<file path="src/rtl/rom_fetch_ctrl.sv">
// rom_fetch_ctrl: instruction fetch sequencer for a slow parallel ROM.
// It runs a three-state access cycle (IDLE / SETUP / READ) and feeds a
// two-entry in-order prefetch FIFO that is consumed through a valid/ready
// handshake. A redirect pulse flushes the FIFO and restarts fetching at the
// word-aligned target address.
module rom_fetch_ctrl #(
  parameter int unsigned ACCESS_CYCLES = 2,
  parameter logic [31:0] RESET_PC      = 32'h0000_0000
) (
  input  logic        clock,
  input  logic        reset,
  output logic [31:0] rom_address,
  output logic        rom_chip_select,
  output logic        rom_output_enable,
  input  logic [63:0] rom_data,
  output logic        instr_valid,
  input  logic        instr_ready,
  output logic [31:0] instr,
  output logic [31:0] instr_pc,
  input  logic        redirect_valid,
  input  logic [31:0] redirect_pc
);

  typedef enum logic [1:0] {
    IDLE  = 2'd0,
    SETUP = 2'd1,
    READ  = 2'd2
  } state_t;

  // Wait counter reload: the capture happens when the counter reaches zero,
  // so oe stays high for exactly ACCESS_CYCLES cycles.
  localparam logic [3:0] WAIT_LOAD = 4'(ACCESS_CYCLES - 1);
  localparam logic [1:0] DEPTH     = 2'd2;

  state_t      state_q, state_d;
  logic [31:0] fetch_pc_q, fetch_pc_d;
  logic [3:0]  wait_q, wait_d;
  logic        cs_q, cs_d;
  logic        oe_q, oe_d;
  logic [1:0]  count_q, count_d;
  logic [31:0] slot_instr_q [2];
  logic [31:0] slot_instr_d [2];
  logic [31:0] slot_pc_q    [2];
  logic [31:0] slot_pc_d    [2];

  logic        pop;
  logic        capture;
  logic [1:0]  after_pop;
  logic [1:0]  after_push;

  // Upper half of the ROM bus carries nothing we need.
  logic        unused_rom_hi;
  assign unused_rom_hi = ^rom_data[63:32];

  // All outputs come straight from flops; slot 0 is always the FIFO head.
  assign rom_address       = fetch_pc_q;
  assign rom_chip_select   = cs_q;
  assign rom_output_enable = oe_q;
  assign instr_valid       = (count_q != 2'd0);
  assign instr             = slot_instr_q[0];
  assign instr_pc          = slot_pc_q[0];

  // Next-state logic: access sequencing, FIFO push/pop and redirect flush.
  always_comb begin
    pop        = instr_valid && instr_ready;
    capture    = (state_q == READ) && (wait_q == 4'd0);
    after_pop  = count_q - {1'b0, pop};
    after_push = after_pop + 2'd1;

    state_d      = state_q;
    fetch_pc_d   = fetch_pc_q;
    wait_d       = wait_q;
    cs_d         = cs_q;
    oe_d         = oe_q;
    count_d      = count_q;
    slot_instr_d = slot_instr_q;
    slot_pc_d    = slot_pc_q;

    if (redirect_valid) begin
      // Redirect wins over everything: any in-flight word and any pop are
      // discarded, and the ROM is released on the next cycle.
      state_d    = IDLE;
      cs_d       = 1'b0;
      oe_d       = 1'b0;
      count_d    = 2'd0;
      fetch_pc_d = {redirect_pc[31:2], 2'b00};
    end else begin
      count_d = after_pop;
      if (pop) begin
        slot_instr_d[0] = slot_instr_q[1];
        slot_pc_d[0]    = slot_pc_q[1];
      end

      case (state_q)
        IDLE: begin
          // Only start an access when a slot is free, so a capture can
          // never overflow the FIFO.
          if (count_q < DEPTH) begin
            state_d = SETUP;
            cs_d    = 1'b1;
            oe_d    = 1'b0;
          end
        end
        SETUP: begin
          state_d = READ;
          oe_d    = 1'b1;
          wait_d  = WAIT_LOAD;
        end
        READ: begin
          if (!capture) begin
            wait_d = wait_q - 4'd1;
          end else begin
            // Tail position accounts for a pop on the same edge.
            slot_instr_d[after_pop[0]] = rom_data[31:0];
            slot_pc_d[after_pop[0]]    = fetch_pc_q;
            count_d                    = after_push;
            fetch_pc_d                 = fetch_pc_q + 32'd4;
            if (after_push < DEPTH) begin
              state_d = SETUP;
              cs_d    = 1'b1;
              oe_d    = 1'b0;
            end else begin
              state_d = IDLE;
              cs_d    = 1'b0;
              oe_d    = 1'b0;
            end
          end
        end
        default: begin
          state_d = IDLE;
          cs_d    = 1'b0;
          oe_d    = 1'b0;
        end
      endcase
    end
  end

  // State register; reset aborts any access and empties the FIFO at once.
  always_ff @(posedge clock or negedge reset) begin
    if (!reset) begin
      state_q    <= IDLE;
      fetch_pc_q <= RESET_PC;
      wait_q     <= 4'd0;
      cs_q       <= 1'b0;
      oe_q       <= 1'b0;
      count_q    <= 2'd0;
      for (int i = 0; i < 2; i++) begin
        slot_instr_q[i] <= 32'd0;
        slot_pc_q[i]    <= 32'd0;
      end
    end else begin
      state_q      <= state_d;
      fetch_pc_q   <= fetch_pc_d;
      wait_q       <= wait_d;
      cs_q         <= cs_d;
      oe_q         <= oe_d;
      count_q      <= count_d;
      slot_instr_q <= slot_instr_d;
      slot_pc_q    <= slot_pc_d;
    end
  end

endmodule
</file>
<file path="config.mk">
export PLATFORM = sky130hd
export DESIGN_NAME = rom_fetch_ctrl
export DESIGN_NICKNAME = d
export VERILOG_FILES = /design/src/rtl/rom_fetch_ctrl.sv
export SDC_FILE = /design/constraint.sdc
export NUM_CORES = 1
export LEC_CHECK = 0
export ABC_AREA = 1
export CELL_PAD_IN_SITES_DETAIL_PLACEMENT = 1
export CELL_PAD_IN_SITES_GLOBAL_PLACEMENT = 2
export CORE_ASPECT_RATIO = 1.2
export CORE_UTILIZATION = 28
export CTS_CLUSTER_SIZE = 12
export DETAILED_ROUTE_END_ITERATION = 8
export GPL_ROUTABILITY_DRIVEN = 0
export PLACE_DENSITY_LB_ADDON = 0.1
export SETUP_SLACK_MARGIN = 0.15
export SLEW_MARGIN = 0
export SYNTH_ARGS = -nofsm -noshare
export SYNTH_HDL_FRONTEND = slang
export SYNTH_SLANG_ARGS = --single-unit
</file>
<file path="constraint.sdc">
create_clock -name clock -period 2.1 [get_ports clock]
set_clock_uncertainty 0.1 [all_clocks]
set_input_delay 0.42 -clock clock [delete_from_list [all_inputs] [get_ports clock]]
set_output_delay 0.42 -clock clock [all_outputs]
set_load 0.02 [all_outputs]
</file>
# After elaboration in Yosys (flattened, before gate mapping)
# Index checks and enable logic that the tools add are counted.
[totals] reg_bits=170 out_inout_bits=99
[classes] n_addsub=4 order_cmp=4 n_eq_ne=6 muxes=34 bitwise=2 n_reduce_logical=14
[op_table] operator="32-bit 2-to-1 mux" count=8
[op_table] operator="64-bit 2-to-1 mux" count=4
[op_table] operator="64-bit bitwise mux" count=2
[op_table] operator="32-bit by 3-bit adder with 32-bit output (second input constant)" count=1
[op_table] operator="32-bit demux with 1-bit select" count=1
[op_table] operator="2-bit 2-to-1 mux" count=6
[op_table] operator="3-bit AND reduction" count=3
[op_table] operator="1-bit 2-to-1 mux" count=8
[op_table] operator="4-bit case mux with 2 select lines" count=1
[op_table] operator="2-bit nonzero test" count=4
[op_table] operator="3-bit != test (second input constant)" count=2
[op_table] operator="1-bit case mux with 3 select lines" count=2
[op_table] operator="2-bit case mux with 3 select lines" count=1
[op_table] operator="4-bit zero test" count=1
[op_table] operator="2-bit < comparator (second input constant)" count=2
[op_table] operator="4-bit 2-to-1 mux" count=1
[op_table] operator="2-bit != test (second input constant)" count=2
[op_table] operator="2-bit AND reduction" count=2
[op_table] operator="4-bit by 1-bit subtractor with 4-bit output (second input constant)" count=1
[op_table] operator="1-bit logical AND" count=3
[op_table] operator="2-bit by 1-bit adder with 2-bit output (second input constant)" count=1
[op_table] operator="2-bit by 1-bit equality test with 1-bit output (second input constant)" count=1
[op_table] operator="2-bit equality test (second input constant)" count=1
[op_table] operator="2-bit greater-or-equal comparator (second input constant)" count=1
[op_table] operator="5 further kinds" count=5

# Logic depth before layout (Yosys ltp)
[depth] ltp_word=11 mapped_depth=11 mapped_depth_nobuf=10

# Worst setup path after synthesis
# No wires, ideal clock.
[synth_path] path_kind="flip-flop to flip-flop" startpoint="reg state_q[1]" endpoint="reg slot_pc_q, in the netlist instr_pc[10]" setup_time_ns=0.116 arrival_ns=1.668 t_required_ns=1.884 slack_ns=0.216 path_stages_with_launch=11 path_buffers=2 period_less_slack_ns=1.884 cell_sequence="dfrtp_1 -> ha_1 -> nand2_2 -> nor3_4 -> nand2_4 -> buf_6 -> buf_6 -> nand2_1 -> o21ai_1 -> nand2_1 -> nand2_1"
[synth_via] elab_chain_cells=4
[synth_rtl] item="start: declaration" line="35" source="state_t state_q, state_d;"
[synth_rtl] item="start signal: assignment" line="152" source="state_q <= state_d;"
[synth_rtl] item="2-bit equality test (*)" line="66, 94"
[synth_rtl] item="1-bit logical AND" line="66" source="capture = (state_q == READ) && (wait_q == 4'd0);"
[synth_rtl] item="64-bit 2-to-1 mux" line="110" source="if (!capture) begin"
[synth_rtl] item="64-bit 2-to-1 mux (*)" line="94" source="case (state_q)"
[synth_rtl] item="end signal: assignment" line="159" source="slot_pc_q <= slot_pc_d;"
[synth_rtl] item="end: declaration" line="43" source="logic [31:0] slot_pc_q [2];"
# Every way passes the cells marked *; elsewhere a longest branch is shown, timed or not.
# A chain may end at the register's enable or synchronous reset.

# Final worst setup path
[layout_path] startpoint="reg state_q[0]" endpoint="reg slot_pc_q, in the netlist instr_pc[17]"
# The elaborated chain is that of the path after synthesis.

==> impl_results.md <==
* Vias at 7,479
* Post-DRT Antenna Nets at 0
* Slew @ Worst Pin at around 0.6 ns
* Final hold vios at 0
* Antenna violations before repair at 0
* Period utilisation layout at 92.6%
* Die Y at roughly 190 µm
* Total global-route track usage at between 10% and 20%
* Initial Util at 28.5%
* Clk Latency, worst-skew pair at around 0.44 ns
* Std-Cell Rows at 70
* Synth Cell Area at 8680 µm²
* Ant. Diodes at 0
* 1st-iter DRT viols at 293
* Post-DP HPWL at roughly 20,000 µm
* Overall routed net length at approximately 29,000 µm
* Max incr delay on CP at 0.42 ns
* Setup violations, final at 0
* Routed wire per std cell at between 15 and 20 µm
* Syn-to-layout area delta at 34.5%
* Largest net degree at the start of global routing at 52
* Core area at around 30,000 µm²
* Clock sinks at 165
* Die ar. at around 32,000 µm²
* Syn Inst Count at about 1,200
* Final worst setup slack at roughly 0.16 ns
* Share of cells above drive strength 1 at under 10%
* Final hold slack at between 0.3 and 0.4 ns
* Leakage at between 6 and 7 nW
* TritonCTS clock tree: done
* Synthesis-stage register bit count at between 150 and 200
* Drt drc at 0
* Syn avg cell area at 7.49 µm²
* Number of global-route vias before repair at between 7,000 and 8,000
* Final slew viol count at 0
* Max Clock Freq at 0.514 GHz
* Pre-antenna DRT Iters at 4
* Total grt overflow at 0
* Status: completed
* Die outline width at between 150 and 200 µm
* Number of nets in the layout at 1,401
* Boundary Pins at around 200
* Power per cell area at 942 nW/µm²
* Crit. End Element: flip-flop
* H-tree levels at 4
* Yosys cell types at 31
* Startpoint types: flip-flop
* Worst Path Max Fanout at 10
* Crit-path slowest cell: dfrtp_1
* Post-synth EDFFs at 0
* First-pass GRT wire length at 43,200 µm
* Overall power at around 0.011 W
* Clock tree buffer depth at 2
* Worst setup slack after placement at -0.0897 ns
* CP top delay family: simple AND/OR/NAND/NOR gates
* Max-slew headroom at between 50 and 60%
* Peak VDD IR at ~0.45 mV
* Critical path class: flip-flop to flip-flop
* Setup TNS at 0 ns
* Final core utilization at approximately two fifths
* Worst Hold Class: flip-flop to flip-flop
* Detail-routed via count per cell at 4.39
* CP required at approximately 2.4 ns
* Yosys warning count at 0
* Predominant post-synthesis flop cell: dfrtp_1
* Clk slew on worst S/H paths at 0.06 ns
* Final Critical Period at between 1.5 and 2 ns
* Post-synth ARST share at between 90% and 100%
* Port Buffers at around 160
* TritonCTS Buffers at 17
* Post-synthesis sequential area ratio at 47.6%
* Crit path cell chain: inv_2, ha_4, nand2_4, nor3_4, nand2_4, buf_4, clkbuf_16, o21ai_0, nand2_1, nand2_1
* CTS root buffer: clkbuf_16
* CP Data Arrival Time at 2.21 ns
* Max-cap check violation count at 0
* RSZ-0062 raised after global routing: true
* CP bufs+invs at 3
registers in the layout, summed over array words and instances, names as in the netlist:
name / flops
instr: 32
rom_chip_select: 1
state_q: 2
rom_address: 30
instr_pc: 32
slot_pc_q: 30
wait_q: 4
slot_instr_q: 32
count_q: 2
cells in the mapped netlist (all sizes together), types with 2 or more instances:
cell type	instances	share of area [%]
nand2	494	22
dfrtp	165	48
o21ai	153	8.8
inv	102	4.4
buf	91	8.2
nor2	63	2.8
nand3	26	1.6
clkbuf	21	0.91
xor2	12	1.2
a21oi	6	0.35
ha	6	0.87
o211ai	5	0.43
nand3b	3	0.26
nor3	3	0.30
o22ai	2	0.14
cells by family (layout without fill, tap and decap cells):
logic type	after synthesis	count (layout)	share of synthesized area [%]
other	1	2	0.0432
and+or+nand+nor	590	590	26.6
AOI/OAI and AO/OA	170	170	10.1
DFF	165	165	47.6
buffers and inverters	215	361	13.6
adders and majority gates	6	6	0.865
xor gates and xnor gates	12	12	1.21
cell usage in the layout (no fill, tap or decap), drive strengths merged, types with 32 or more instances in the layout:
cell / Yosys / final
dlymetal6s2s: 0 / 34
clkdlybuf4s50: 0 / 71
clkbuf: 21 / 32
buf: 91 / 55
o21ai: 153 / 153
dlygate4sd2: 0 / 55
dfrtp: 165 / 165
nor2: 63 / 63
inv: 102 / 102
nand2: 494 / 494
path summary, 6_finish.rpt:
kind	start	end	slack (ns)	cells after the start
hold reg to reg	instr_pc[6]	instr_pc[6]	0.37	2
max in group asynchronous	reset	count_q[1]	0.86	3
setup / recovery	state_q[0]	instr_pc[17]	0.16	10
min in group asynchronous	reset	instr[29]	0.42	2
hold / removal	instr_pc[6]	instr_pc[6]	0.37	2
setup reg to reg	state_q[0]	instr_pc[17]	0.16	10
tightest hold or removal path: stages (launching register included):
cell and delay [ns]:
dfrtp_1 0.34, nand2_1 0.05, nand2_1 0.05
cell type report:
cell class / count / area, µm²
timing repair buffer: 228 / 2610
clock inverter: 10 / 134
tap: 396 / 495
clock buffer: 20 / 437
fill: 3683 / 18800
sequential: 165 / 4130
inverter: 103 / 413
multi-input combinational: 780 / 3460
where the power goes:
part | total (W) | switching, W | internal (W)
clock | 0.00319 | 0.00133 | 0.00185
combinational | 0.00369 | 0.00210 | 0.00159
sequential | 0.00412 | 0.000415 | 0.00371
total | 0.0110 | 0.00385 | 0.00715
layer usage:
metal	global-route usage, %	wire, µm
met1	22.5	13200
met4	4.05	192
met3	3.31	834
met2	30.6	14300
met5	0	0
repair_timing:
action                                  CTS  global route
setup buffers                             0             8
resized for setup                        57            74
endpoints found under the setup margin  122           174
endpoints found under the hold margin    43             0
hold buffers                              1             0
cloned                                    0            12
pin swaps                                 0             7
metrics by stage:
| stage | instances | area (µm²) |
|---|---|---|
| floorplan | 1160 | 8680 |
| global placement | 1651 | 10600 |
| detailed placement | 1651 | 10600 |
| CTS | 1682 | 11100 |
| global route | 1702 | 11700 |
| finish | 1702 | 11700 |
Power figures use the tool's default switching activity.
